**src/rtl/aes_state_array.sv**
```systemverilog
// AES/Rijndael state array: ROWS x COLS byte matrix with column write/XOR,
// registered column read, parallel load, and a stepwise in-place
// ShiftRows / InvShiftRows / clear engine behind a valid/ready command port.
//
// state    | meaning
// ---------+-----------------------------------------------------------
// IDLE     | accepts loads, column writes and commands
// SHIFT    | one left-rotation step per cycle on rows r >= r_k
// INVSHIFT | one right-rotation step per cycle on rows r >= r_k
// CLEAR    | single step: zero the array (skipped when r_nop is set)
module aes_state_array #(
  parameter  int ROWS    = 4,
  parameter  int COLS    = 4,
  parameter  int BYTE_W  = 8,
  localparam int COL_W   = ROWS * BYTE_W,
  localparam int STATE_W = ROWS * COLS * BYTE_W,
  localparam int CIDX_W  = (COLS > 1) ? $clog2(COLS) : 1
) (
  input  logic               clk,
  input  logic               reset,
  input  logic               wr_en,
  input  logic               wr_xor,
  input  logic [CIDX_W-1:0]  wr_col,
  input  logic [COL_W-1:0]   wr_data,
  input  logic               ld_en,
  input  logic [STATE_W-1:0] ld_data,
  input  logic               rd_en,
  input  logic [CIDX_W-1:0]  rd_col,
  output logic [COL_W-1:0]   rd_data,
  output logic               rd_valid,
  input  logic               cmd_valid,
  input  logic [1:0]         cmd_op,
  output logic               cmd_ready,
  output logic               busy,
  output logic               done,
  output logic               wr_drop,
  output logic [STATE_W-1:0] state_out
);

  localparam int K_W = $clog2(ROWS);

  typedef enum logic [1:0] {IDLE, SHIFT, INVSHIFT, CLEAR} state_t;

  state_t            r_state, w_state_nxt;
  logic [K_W-1:0]    r_k, w_k_nxt;
  logic              r_nop, w_nop_nxt;
  logic              r_done, w_done_nxt;
  logic              r_wr_drop, w_drop_nxt;
  logic [BYTE_W-1:0] r_s     [ROWS][COLS];
  logic [BYTE_W-1:0] w_s_nxt [ROWS][COLS];
  logic [COL_W-1:0]  w_rd_col_data;
  logic              w_busy;
  logic              w_last;

  assign w_busy    = (r_state != IDLE);
  assign w_last    = (r_k == K_W'(ROWS - 1));
  assign cmd_ready = !w_busy;
  assign busy      = w_busy;
  assign done      = r_done;
  assign wr_drop   = r_wr_drop;

  // Next-state, array update and step sequencing.
  always_comb begin
    w_s_nxt     = r_s;
    w_state_nxt = r_state;
    w_k_nxt     = r_k;
    w_nop_nxt   = r_nop;
    w_done_nxt  = 1'b0;
    w_drop_nxt  = w_busy & (wr_en | ld_en);
    case (r_state)
      IDLE: begin
        if (ld_en) begin
          for (int r = 0; r < ROWS; r++)
            for (int c = 0; c < COLS; c++)
              w_s_nxt[r][c] = ld_data[STATE_W-1-(c*ROWS+r)*BYTE_W -: BYTE_W];
        end else if (wr_en) begin
          // Out-of-range columns match no c and are silently dropped.
          for (int r = 0; r < ROWS; r++)
            for (int c = 0; c < COLS; c++)
              if (wr_col == CIDX_W'(c))
                w_s_nxt[r][c] = wr_xor
                  ? (r_s[r][c] ^ wr_data[COL_W-1-r*BYTE_W -: BYTE_W])
                  : wr_data[COL_W-1-r*BYTE_W -: BYTE_W];
        end
        if (cmd_valid) begin
          w_k_nxt = K_W'(1);
          case (cmd_op)
            2'b00:   w_state_nxt = SHIFT;
            2'b01:   w_state_nxt = INVSHIFT;
            2'b10:   begin w_state_nxt = CLEAR; w_nop_nxt = 1'b0; end
            default: begin w_state_nxt = CLEAR; w_nop_nxt = 1'b1; end
          endcase
        end
      end
      SHIFT, INVSHIFT: begin
        for (int r = 0; r < ROWS; r++)
          for (int c = 0; c < COLS; c++)
            if (r >= int'(r_k))
              w_s_nxt[r][c] = (r_state == SHIFT) ? r_s[r][(c + 1) % COLS]
                                                 : r_s[r][(c + COLS - 1) % COLS];
        if (w_last) begin
          w_state_nxt = IDLE;
          w_done_nxt  = 1'b1;
        end else begin
          w_k_nxt = r_k + K_W'(1);
        end
      end
      CLEAR: begin
        if (!r_nop)
          for (int r = 0; r < ROWS; r++)
            for (int c = 0; c < COLS; c++)
              w_s_nxt[r][c] = '0;
        w_state_nxt = IDLE;
        w_done_nxt  = 1'b1;
      end
      default: w_state_nxt = IDLE;
    endcase
  end

  // Column select for the read port; out-of-range columns read as zero.
  always_comb begin
    w_rd_col_data = '0;
    for (int c = 0; c < COLS; c++)
      if (rd_col == CIDX_W'(c))
        for (int r = 0; r < ROWS; r++)
          w_rd_col_data[COL_W-1-r*BYTE_W -: BYTE_W] = r_s[r][c];
  end

  // Flatten the array into the packed column-major output.
  always_comb begin
    state_out = '0;
    for (int r = 0; r < ROWS; r++)
      for (int c = 0; c < COLS; c++)
        state_out[STATE_W-1-(c*ROWS+r)*BYTE_W -: BYTE_W] = r_s[r][c];
  end

  // State register, array storage and status pulses.
  always_ff @(posedge clk) begin
    if (reset) begin
      r_state   <= IDLE;
      r_k       <= '0;
      r_nop     <= 1'b0;
      r_done    <= 1'b0;
      r_wr_drop <= 1'b0;
      for (int r = 0; r < ROWS; r++)
        for (int c = 0; c < COLS; c++)
          r_s[r][c] <= '0;
    end else begin
      r_state   <= w_state_nxt;
      r_k       <= w_k_nxt;
      r_nop     <= w_nop_nxt;
      r_done    <= w_done_nxt;
      r_wr_drop <= w_drop_nxt;
      r_s       <= w_s_nxt;
    end
  end

  // Registered read port; data holds until the next request.
  always_ff @(posedge clk) begin
    if (reset) begin
      rd_data  <= '0;
      rd_valid <= 1'b0;
    end else begin
      rd_valid <= rd_en;
      if (rd_en) rd_data <= w_rd_col_data;
    end
  end

endmodule
```
**config.mk**
```make
export PLATFORM = sky130hd
export DESIGN_NAME = aes_state_array
export DESIGN_NICKNAME = d
export VERILOG_FILES = /design/src/rtl/aes_state_array.sv
export SDC_FILE = /design/constraint.sdc
export NUM_CORES = 1
export LEC_CHECK = 0
export CAP_MARGIN = 10
export CELL_PAD_IN_SITES_DETAIL_PLACEMENT = 0
export CELL_PAD_IN_SITES_GLOBAL_PLACEMENT = 1
export CORE_ASPECT_RATIO = 0.9
export CORE_MARGIN = 3
export CORE_UTILIZATION = 33
export DETAILED_ROUTE_END_ITERATION = 10
export PLACE_DENSITY_LB_ADDON = 0.1
export SLEW_MARGIN = 20
export SYNTH_ARGS = -nofsm -noshare
export SYNTH_HDL_FRONTEND = slang
export SYNTH_SLANG_ARGS = --single-unit
export TNS_END_PERCENT = 30
```
**constraint.sdc**
```tcl
create_clock -name clk -period 2.02 [get_ports clk]
set_input_delay 0.202 -clock clk [delete_from_list [all_inputs] [get_ports clk]]
set_output_delay 0.202 -clock clk [all_outputs]
set_load 0.05 [all_outputs]
```
After elaboration in Yosys (flattened, before gate mapping)
Cells that the tools add are included.
{"block": "totals", "regBits": 168, "elab_cells": 176, "out_inout_bits": 165}
{"block": "classes", "addsub": 1, "mux": 78, "magnitude_cmp": 3, "n_reduce_logical": 28, "n_bitwise": 19, "eq_ne": 24}
{"cell": "8-bit two-way mux", "count": 60}
{"cell": "128-bit two-way mux", "count": 3}
{"cell": "128-bit case mux with 3 select lines", "count": 1}
{"cell": "32-bit two-way mux", "count": 4}
{"cell": "8-bit XOR", "count": 16}
{"cell": "4-bit AND reduction", "count": 12}
{"cell": "3-bit AND reduction", "count": 6}
{"cell": "2-bit == test, second input constant", "count": 8}
{"cell": "3-bit != test, second input constant", "count": 5}
{"cell": "2-bit != test, second input constant", "count": 7}
{"cell": "2-bit by 1-bit == test with 1-bit output, second input constant", "count": 4}
{"cell": "2-bit logical NOT", "count": 4}
{"cell": "2-bit two-way mux", "count": 4}
{"cell": "2-bit case mux with 2 select lines", "count": 2}
{"cell": "2-bit case mux with 3 select lines", "count": 1}
{"cell": "1-bit by 2-bit >= comparator with 1-bit output, first input constant", "count": 2}
{"cell": "1-bit case mux with 2 select lines", "count": 2}
{"cell": "2-bit nonzero test", "count": 2}
{"cell": "2-bit OR reduction", "count": 2}
{"cell": "2-bit by 1-bit adder with 2-bit output, second input constant", "count": 1}
{"cell": "2-bit >= comparator, first input constant", "count": 1}
{"cell": "2-bit AND reduction", "count": 1}
{"cell": "1-bit bitwise AND", "count": 1}
{"cell": "1-bit logical NOT", "count": 1}
{"cell": "3 further kinds", "count": 3}

Depth between registers and ports, before layout
Gate-level depths: netlist of run 1.
{"block": "depth", "word_depth": 6, "mapped_depth": 9, "mapped_depth_nobuf": 6}

Least setup slack after synthesis of run 1
No wires, ideal clock.
{"block": "synth_timing", "path_kind": "register -> register", "start": "register r_state[1]", "end": "register r_s, in the netlist state_out[38]", "required_ns": 1.888, "stages_incl_launch_ff": 10, "path_buffers": 3, "arrival_time_ns": 2.076, "setup_slack_ns": -0.188, "synth_period_minus_slack_ns": 2.208, "setup_time_ns": 0.132, "cell_sequence": "dfxtp_1 > inv_1 > ha_1 > buf_2 > nand2b_1 > buf_2 > clkbuf_1 > nor2_1 > a311oi_1 > nor3_1"}
{"block": "synth_between", "elab_chain_len": 3}
{"element": "start: declaration", "line": "44", "rtl": "state_t r_state, w_state_nxt;"}
{"element": "start signal: assignment", "line": "149", "rtl": "r_state <= w_state_nxt;"}
{"element": "2-bit by 1-bit == test with 1-bit output (tied with other cells)", "line": "70, 99"}
{"element": "8-bit two-way mux (tied with other cells)", "line": "99", "rtl": "w_s_nxt[r][c] = (r_state == SHIFT) ? r_s[r][(c + 1) % COLS]"}
{"element": "128-bit case mux with 3 select lines or 3-bit AND reduction (tied branches)"}
{"element": "end signal: assignment", "line": "154", "rtl": "r_s <= w_s_nxt;"}
{"element": "end: declaration", "line": "49", "rtl": "logic [BYTE_W-1:0] r_s [ROWS][COLS];"}
Several ways; a longest one is shown, not always the timed one.
A chain may end at the register's enable or synchronous reset.

Worst setup path in the final report of run 1
{"block": "layout_timing", "start": "register r_s, in the netlist state_out[54]", "end": "output state_out[54]"}
{"element": "end: declaration", "line": "37", "rtl": "output logic [STATE_W-1:0] state_out"}
No word-level cell between the ends.

==> results of run 1 <==
## registers in the layout (all words and copies together) (netlist names)
| register | cells |
|---|---|
| r_nop | 1 |
| rd_data | 32 |
| state_out | 128 |
| wr_drop | 1 |
| done | 1 |
| r_state | 2 |
| rd_valid | 1 |
| r_k | 2 |
## through the flow
stage / std cells / area [sq um] / util [%]
4_1_cts: 2502 / 18400 / 46.5
6_report: 2510 / 18600 / 47.0
3_5_place_dp: 2471 / 17800 / 45.1
5_1_grt: 2510 / 18600 / 47.0
3_3_place_gp: 2471 / 17800 / 45.1
2_1_floorplan: 1669 / 13300 / -
## per-layer routing
layer / vias up / routed length [um] / global-route usage [%]
met5: - / 0 / 0
met4: 0 / 794 / 6.33
met3: 53 / 3450 / 4.75
met2: 516 / 25800 / 39.6
met1: 6870 / 26400 / 36.9
li1: 6777 / - / -
## cells by family (layout without fill, tap and decap cells)
family,after synthesis,count (layout),share of synthesized area [%]
simple gates,727,728,25.2
compound gates,403,403,24.8
flops,168,168,25.4
fa+ha+maj,9,9,0.849
other cells,0,6,0
mux,194,194,17.7
buf+inv,168,470,6.06
## power by group through the flow
stage	Sequential [mW]	Combinational [mW]	Clock, mW
floorplan	9.14	7.86	0
global route	6.17	18.7	3.65
global placement	6.06	17.4	0
detailed placement	6.04	17.5	0
finish	6.00	17.6	3.43
CTS	5.99	17.5	3.52
## path summary, 6_finish.rpt
| path | from | to | slack (ns) | cells past startpoint |
|---|---|---|---|---|
| worst max-delay path | state_out[54] | state_out[54] | 0.05 | 1 |
| worst min-delay path | reset | rd_data[2] | 0.20 | 2 |
| worst max register to register | r_state[0] | state_out[10] | 0.07 | 7 |
| worst min register to register | rd_data[18] | rd_data[18] | 0.50 | 2 |
## cells in the final DEF, fill, tap and decap left out, drive strengths merged, types with 2 or more instances in the layout
| cell type | n |
|---|---|
| dlymetal6s2s | 46 |
| a21oi | 100 |
| clkbuf | 23 |
| dlygate4sd2 | 24 |
| nand2 | 196 |
| ha | 9 |
| clkinv | 4 |
| o2111ai | 96 |
| a31oi | 32 |
| dfxtp | 168 |
| mux2i | 161 |
| mux4 | 32 |
| nor3 | 130 |
| o211ai | 4 |
| o21ai | 2 |
| inv | 5 |
| bufinv | 2 |
| a211oi | 128 |
| a221oi | 2 |
| a311oi | 32 |
| clkinvlp | 2 |
| nand2b | 157 |
| nor2 | 222 |
| o211a | 3 |
| diode | 6 |
| nor2b | 15 |
| nand3 | 3 |
| clkdlybuf4s50 | 245 |
| buf | 119 |
## repair_timing
item                       4_1_cts  5_1_grt
hold endpoints to repair         0        0
hold buffers                     0        0
resized for setup               28       61
buffers inserted                 0        1
setup endpoints to repair       75      128
gates cloned                     0        1
## cell type report
| class | count | area (sq um) | share of cell area [%] |
|---|---|---|---|
| diodes | 6 | 15.0 | 0.0807 |
| clock buffers | 23 | 488 | 2.62 |
| clock inverters | 8 | 95.1 | 0.511 |
| inverters | 5 | 18.8 | 0.101 |
| multi-input cells | 1334 | 9210 | 49.5 |
| flip-flops and latches | 168 | 3360 | 18.1 |
| well taps | 532 | 666 | 3.58 |
| repair buffers | 434 | 4740 | 25.5 |
==> impl_metrics.yaml, run 1 <==
clock_network:
  insertion_delay_ns: 0.46
  cts_tree: "built"
  cts_inserted_buffers: 17
  cts-root-buf: "clkbuf_16"
  cts_max_level: 4
  path_clk_slew_ns: 0.07
  cts.sinks: 168
  cts_buffer_depth: 2
timing:
  rsz0062_at_grt: "false"
  worst_slack_ns: 0.0533
  report.final.slew_viol_count: 0
  setup_tns_ns: 0
  report.final.setup_viol: 0
  fmax_ghz: 0.508
  slew_headroom_pct: 58.3
  hold_viol: 0
  tightestPinTransition_ns: 0.625
  period_share_pct: 97.4
  whs_ns: 0.196
  fin_crit_ns: 1.97
  finClkSkew_ns: 0.00922
grt:
  grt_max_degree: 67
  grt_pass1_vias: 13639
  grt_pass1_wl_mm: 85.6
  antenna_found_initial: 6
  track_usage_pct: 25.7
  overflow: 0
detailed_routing:
  dr_total_vias: 14216
  firstDrtPassIters: 5
  dr.first_iter.drc_count: 1280
  drc: 0
  postRouteAntennaNets: 0
  wl_mm: 56.4
  vias_per_cell: 5.66
  wire_per_inst_um: 22.5
synthesis:
  synth_common_cells: "222 x nor2_1, 196 x nand2_1, 168 x dfxtp_1"
  syn_inst: 1669
  yosys-top-cells-area: "dfxtp_1 25%, mux2i_1 12%, nand2b_1 7.3%"
  yosys_most_used_dff: "dfxtp_1"
  synth_edf_count: 0
  yosys_register_bits: 168
  syn_nets: 1851
  synth_top_area_share_pct: 25.4
  seq_area_frac_synth_pct: 25.4
  netlist_area_sq_um: 13300
  avgSynthCellArea_sq_um: 7.95
  synth_cell_type_count: 39
  yosysWarnings: 0
  yosysTopAreaCell: "dfxtp_1"
  synth_most_common_cell: "nor2_1"
  synthArstFlopShare_pct: 0
floorplanning:
  fp-row-count: 69
  die_w_um: 217
  initial_core_util_pct: 33.5
  die_h_um: 196
  io_pins: 338
  core_area_sq_um: 39500
  dieArea_sq_um: 42600
placement:
  dp_hpwl_mm: 38.5
  place_ws_ns: -0.0341
  place.gp.congestion: 0.822
  port_buffers: 337
power_and_ir_drop:
  p_clk_share_pct: 12.7
  finalPower_mw: 27.0
  p_int_mw: 13.2
  swShare_pct: 51.2
  power_density_nw_per_um2: 1450
  power.leakage_nw: 7.06
  power_switching_mw: 13.8
  ir_drop_mv: 0.722
  power_frac_comb_pct: 65.1
  pwr-share-seq_pct: 22.2
setup_path:
  path_max_fanout: 6
  crit_chain: "clkdlybuf4s50_1"
  worst-path-buf-inv: 1
  worst_setup_path_end_kind: "primary output"
  startpoint_type: "register"
  slowest_stage: "clkdlybuf4s50_1"
  cp.arrival_ns: 1.76
  required_ns: 1.82
  cp_slowest_stage_delay_ns: 0.86
  cp_top_family: "buffers and inverters"
  crit_type: "reg -> out"
cells_and_area:
  fin_nets: 2142
  nFillCells: 3929
  area_growth_syn_to_layout_pct: 40.2
  layout-drive-gt1-share_pct: 14.0
run:
  drv_cap: 0
status:
  status: "complete, no violations"
min_path:
  hp-class: "in -> reg"
Note: power is estimated with default switching activity, not from simulation.
==> run 2: changes to the inputs <==
ABC_CLOCK_PERIOD_IN_PS = 2020   (was default)
==> results of run 2 <==
No change in the layout: final DEF, timing and power equal those of run 1.
